`config.mk`:
```
export PLATFORM = sky130hd
export DESIGN_NAME = keypad_scanner
export DESIGN_NICKNAME = d
export VERILOG_FILES = /design/src/rtl/keypad_scanner.sv
export SDC_FILE = /design/constraint.sdc
export NUM_CORES = 1
export LEC_CHECK = 0
export ABC_AREA = 1
export BUFFER_PORTS_ARGS = -buffer_cell sky130_fd_sc_hd__buf_2
export CAP_MARGIN = 20
export CORE_ASPECT_RATIO = 1.75
export CORE_MARGIN = 2
export CORE_UTILIZATION = 40
export DETAILED_ROUTE_END_ITERATION = 10
export HOLD_SLACK_MARGIN = 0.1
export SYNTH_ARGS = -nofsm -noshare
export SYNTH_HDL_FRONTEND = slang
export SYNTH_SLANG_ARGS = --single-unit
```
`constraint.sdc`:
```
create_clock -name clock -period 4 [get_ports clock]
set_input_delay 0 -clock clock [delete_from_list [all_inputs] [get_ports clock]]
set_output_delay 0 -clock clock [all_outputs]
set_load 0.05 [all_outputs]
```
`src/rtl/keypad_scanner.sv`:
```
// 4x4 matrix keypad scanner: walks a low row across the keypad, debounces press and
// release, and emits one key/key_valid pulse per debounced single-key press.
module keypad_scanner #(
  parameter int unsigned SCAN_CYCLES     = 4,
  parameter int unsigned DEBOUNCE_CYCLES = 8
) (
  input  logic       clock,
  input  logic       reset,
  input  logic [3:0] col_n,
  output logic [3:0] row_n,
  output logic [3:0] key,
  output logic       key_valid
);

  localparam int unsigned SCW = $clog2(SCAN_CYCLES > 2 ? SCAN_CYCLES : 2);
  localparam int unsigned DBW = $clog2(DEBOUNCE_CYCLES > 2 ? DEBOUNCE_CYCLES : 2);
  localparam logic [SCW-1:0] SCAN_LAST = SCW'(SCAN_CYCLES - 1);
  localparam logic [DBW-1:0] DEB_LAST  = DBW'(DEBOUNCE_CYCLES - 1);

  typedef enum logic [1:0] {SCAN, DEBOUNCE, EMIT, RELEASE} state_t;

  state_t         state_q;
  logic [3:0]     col_m_q, col_s_q;
  logic [1:0]     row_q;
  logic [3:0]     row_n_q;
  logic [SCW-1:0] scan_cnt_q;
  logic [DBW-1:0] deb_cnt_q;
  logic [3:0]     pat_q;
  logic [3:0]     key_q;
  logic           key_valid_q;

  logic [1:0]     row_d;
  logic [3:0]     row_n_d;
  logic [1:0]     col_idx_d;
  logic [3:0]     key_code_d;
  logic           single_low_d;

  always_comb begin
    row_d        = row_q + 2'd1;
    row_n_d      = ~(4'b0001 << row_d);
    single_low_d = ($countones(pat_q) == 3);
    col_idx_d    = 2'd0;
    for (int unsigned c = 0; c < 4; c++) begin
      if (!pat_q[c]) col_idx_d = 2'(c);
    end
    case ({row_q, col_idx_d})
      4'd0:    key_code_d = 4'h1;
      4'd1:    key_code_d = 4'h2;
      4'd2:    key_code_d = 4'h3;
      4'd3:    key_code_d = 4'hA;
      4'd4:    key_code_d = 4'h4;
      4'd5:    key_code_d = 4'h5;
      4'd6:    key_code_d = 4'h6;
      4'd7:    key_code_d = 4'hB;
      4'd8:    key_code_d = 4'h7;
      4'd9:    key_code_d = 4'h8;
      4'd10:   key_code_d = 4'h9;
      4'd11:   key_code_d = 4'hC;
      4'd12:   key_code_d = 4'hE;
      4'd13:   key_code_d = 4'h0;
      4'd14:   key_code_d = 4'hF;
      default: key_code_d = 4'hD;
    endcase
  end

  always_ff @(posedge clock) begin
    if (reset) begin
      state_q     <= SCAN;
      col_m_q     <= '1;
      col_s_q     <= '1;
      row_q       <= '0;
      row_n_q     <= 4'b1110;
      scan_cnt_q  <= '0;
      deb_cnt_q   <= '0;
      pat_q       <= '1;
      key_q       <= '0;
      key_valid_q <= 1'b0;
    end else begin
      col_m_q     <= col_n;
      col_s_q     <= col_m_q;
      key_valid_q <= 1'b0;
      case (state_q)
        SCAN: begin
          if (scan_cnt_q == SCAN_LAST) begin
            scan_cnt_q <= '0;
            if (col_s_q != '1) begin
              pat_q     <= col_s_q;
              deb_cnt_q <= '0;
              state_q   <= DEBOUNCE;
            end else begin
              row_q   <= row_d;
              row_n_q <= row_n_d;
            end
          end else begin
            scan_cnt_q <= scan_cnt_q + SCW'(1);
          end
        end
        DEBOUNCE: begin
          if (col_s_q != pat_q) begin
            row_q      <= row_d;
            row_n_q    <= row_n_d;
            scan_cnt_q <= '0;
            state_q    <= SCAN;
          end else if (deb_cnt_q == DEB_LAST) begin
            // multi-key patterns skip EMIT but still wait for a full release
            deb_cnt_q <= '0;
            state_q   <= single_low_d ? EMIT : RELEASE;
          end else begin
            deb_cnt_q <= deb_cnt_q + DBW'(1);
          end
        end
        EMIT: begin
          key_q       <= key_code_d;
          key_valid_q <= 1'b1;
          deb_cnt_q   <= '0;
          state_q     <= RELEASE;
        end
        RELEASE: begin
          if (col_s_q != '1) begin
            deb_cnt_q <= '0;
          end else if (deb_cnt_q == DEB_LAST) begin
            deb_cnt_q  <= '0;
            row_q      <= row_d;
            row_n_q    <= row_n_d;
            scan_cnt_q <= '0;
            state_q    <= SCAN;
          end else begin
            deb_cnt_q <= deb_cnt_q + DBW'(1);
          end
        end
        default: state_q <= SCAN;
      endcase
    end
  end

  assign row_n     = row_n_q;
  assign key       = key_q;
  assign key_valid = key_valid_q;

endmodule

```
==> results.md <==
* Post-synth top area share at 0.361
* FFs w/ async S/R, synth at 0
* ANT cells at 0
* Initial antenna violation count at 0
* Sequential cell fraction of total power at 0.410
* Tot GR Track Use at 0.159
* CP endpoint: key[2]
* DPL Wire Length at 2.26 mm
* Core area at 0.00407 sq mm
* Fin. Hold Viols at 0
* Post-route cell area at 0.00198 sq mm
* Cell Count, Final, Fillers Out at 295
* Area added between synthesis and finish at 19.0%
* Synthesized area at approximately 0.0017 sq mm
* Num CTS Buffers at 5
* Top cells by area, synth: dfxtp_1, ha_1, nand2_1
* Internal at 0.583 mW
* Mapped Nets at roughly 240
* Dpl cell area at 0.00177 sq mm
* CTS clock-pin slew for the worst setup and hold paths at 70 ps
* Reg2reg path depth at 9
* Root buf cell: clkbuf_8
* Worst Setup End Kind: flop
* Avg WL per Cell at 10.7 um
* Largest net degree at the start of global routing at 19
* Headroom to the max-slew limit at 0.627
* First-pass GRT wire length at 5.52 mm
* Row count at 31
* Routed Antenna Nets at 0
* PwrDens at 430 mW/mm^2
* Reg2Reg Launch Point: pat_q[3]
* Hold WS at 409 ps
* Final period utilization at 0.475
* Seq cells post-synth at 30
* Status: finished, final reports clean
* Placed cells at 278
* Post-layout util at 0.486
* Fraction of layout cells with a size suffix above 1 at 0.236
* Via density at 4.67
* Horiz. Die Dim at 52.7 um
* Setup Skew at 4.67 ps
* RSZ-0062 raised after global routing: no
* Fin nets at approximately 270
* CP Max Fanout at 5
* Port bufs at 14
* CTS Sinks at 30
* DRT Pass-1 Iters at 4
* Synth Warn # at 0
* Tmin final at 1900 ps
* Die Y at between 80 and 90 um
* Initial DRC Count at 27
* # IOs at 15
* Fmax at 526 MHz
* Initial Util at 0.408
* Maximum VDD drop at 0.230 mV
* Tightest Hold Check Type: reg -> reg
* Top FF cell, synth: dfxtp_1
* Clk_lat worst skew at 280 ps
* Seq/Total Area, Yosys at 0.361
* Max clock buf depth at 2
* Comb pwr share at 0.229
* Vias at approximately 1400
* LEAKAGE at 0.998 nW
* Yosys cell types at 27
* Global route overflow at 0
* EDFF count, synth at 0
* Routability cong. at 0.749
* Worst slew pin tran at 559 ps
* Final setup violation count at 0
* Vias in the first global route at 1239
* Sw power at 0.268 mW
* Mapped Cells at 218
* Mean area per synthesized cell at approximately 7.6 sq um
* Final Power at 0.851 mW
* Origin of the worst setup path: pat_q[3]
* Die ar. at ~0.0047 sq mm
* Critical path data required time at 4220 ps
* # Max-Cap Violations at 0
* Final Worst Setup Slack at about 2100 ps
* Drt total wl at roughly 3.2 mm
* Final slew viol count at 0
* Synth area leader: dfxtp_1
* Setup bufs post-CTS at 0
* Worst r2r dst: key[2]
* Critical path type: reg -> reg
* # DRC at 0
* Startpoint Class: flop
* CTS tree: built
* Fillers at 433
* Clock power share at 0.362
* Reg2reg setup slack at 2100 ps
* WP data arrival at 2120 ps
* Setup WS pre-CTS at 2100 ps
* Setup TNS at 0 ps
* Sw frac at 0.315
* H-tree levels at 2
## kinds of logic after synthesis
logic type	synth area share
AND/OR/NAND/NOR	0.348
adder cells (fa/ha/maj)	0.117
buffers and inverters	0.0820
AO/OA/AOI/OAI	0.0911
flip-flops	0.361
## flip-flops by register name, indices dropped and copies added, names as in the netlist, named ones only
register,count
scan_cnt_q,2
key_valid,1
pat_q,4
col_m_q,4
row_q,2
row_n,4
state_q,1
deb_cnt_q,3
key,4
col_s_q,4
## synth_stat cells, types with 4 or more instances
library cell / n
or2_2: 9
nor2_1: 28
nand3_1: 9
o211ai_1: 4
ha_1: 14
inv_1: 24
nand2_1: 45
o21ai_0: 12
a21oi_1: 6
dfxtp_1: 30
nor2_4: 5
inv_2: 7
nor2_2: 7
## critical path, cell delays in order (launching register included)
cell      delay [ps]
dfxtp_1          380
inv_2             60
a21oi_1          350
inv_1            150
ha_1             200
or2_2            290
nand2_1           80
a21oi_1           40
o21bai_1         160
a21oi_1          120
## cell usage in the layout (no fill, tap or decap), drive strengths merged
cell	n
nand3	11
o22ai	1
o21bai	1
o21ai	13
ha	14
bufinv	1
nand4	2
fa	1
clkinvlp	2
nor2	41
or2	9
clkbuf	5
buf	14
inv	31
nand3b	1
dlygate4sd3	9
nand2	48
dfxtp	30
a41oi	1
o211ai	4
a21oi	6
nor3	1
## layer usage
| layer | routed length, um | global-route usage | part of all wire |
|---|---|---|---|
| met5 | 0 | 0 | 0 |
| met4 | 78 | 0.0862 | 0.025 |
| met3 | 82 | 0.0301 | 0.026 |
| met2 | 1670 | 0.274 | 0.53 |
| met1 | 1340 | 0.180 | 0.42 |
## area by class of cell
class,instances,area (sq um),share of cell area
Clock buffer,5,68.8,0.0348
Clock inverter,3,45.0,0.0228
Inverter,31,116,0.0588
Multi-Input combinational cell,154,926,0.468
Sequential cell,30,601,0.304
Tap cell,49,61.3,0.0310
Timing Repair Buffer,23,160,0.0810
## power groups by stage
stage	clock network (mW)	registers (mW)	logic [mW]
floorplan	0	0.369	0.138
global placement	0	0.355	0.186
finish	0.308	0.348	0.195
detailed placement	0	0.355	0.189
CTS	0.319	0.349	0.197
global route	0.328	0.353	0.224
## repair_timing
item,4_1_cts,5_1_grt
gates resized for setup,0,0
hold buffers,9,0
endpoints found under the hold margin,11,0
## worst min path at each step
| stage | from | endpoint | depth (start not counted) |
|---|---|---|---|
| 6_report | col_m_q[3] | col_s_q[3] | 1 |
| 5_1_grt | col_m_q[3] | col_s_q[3] | 1 |
| 4_1_cts | col_m_q[3] | col_s_q[3] | 1 |
| 3_5_place_dp | col_n[2] | col_m_q[2] | 2 |
| 3_3_place_gp | col_n[1] | col_m_q[1] | 2 |
| 2_1_floorplan | col_n[0] | col_m_q[0] | 1 |
No activity file was read; power rests on OpenSTA's default activity.
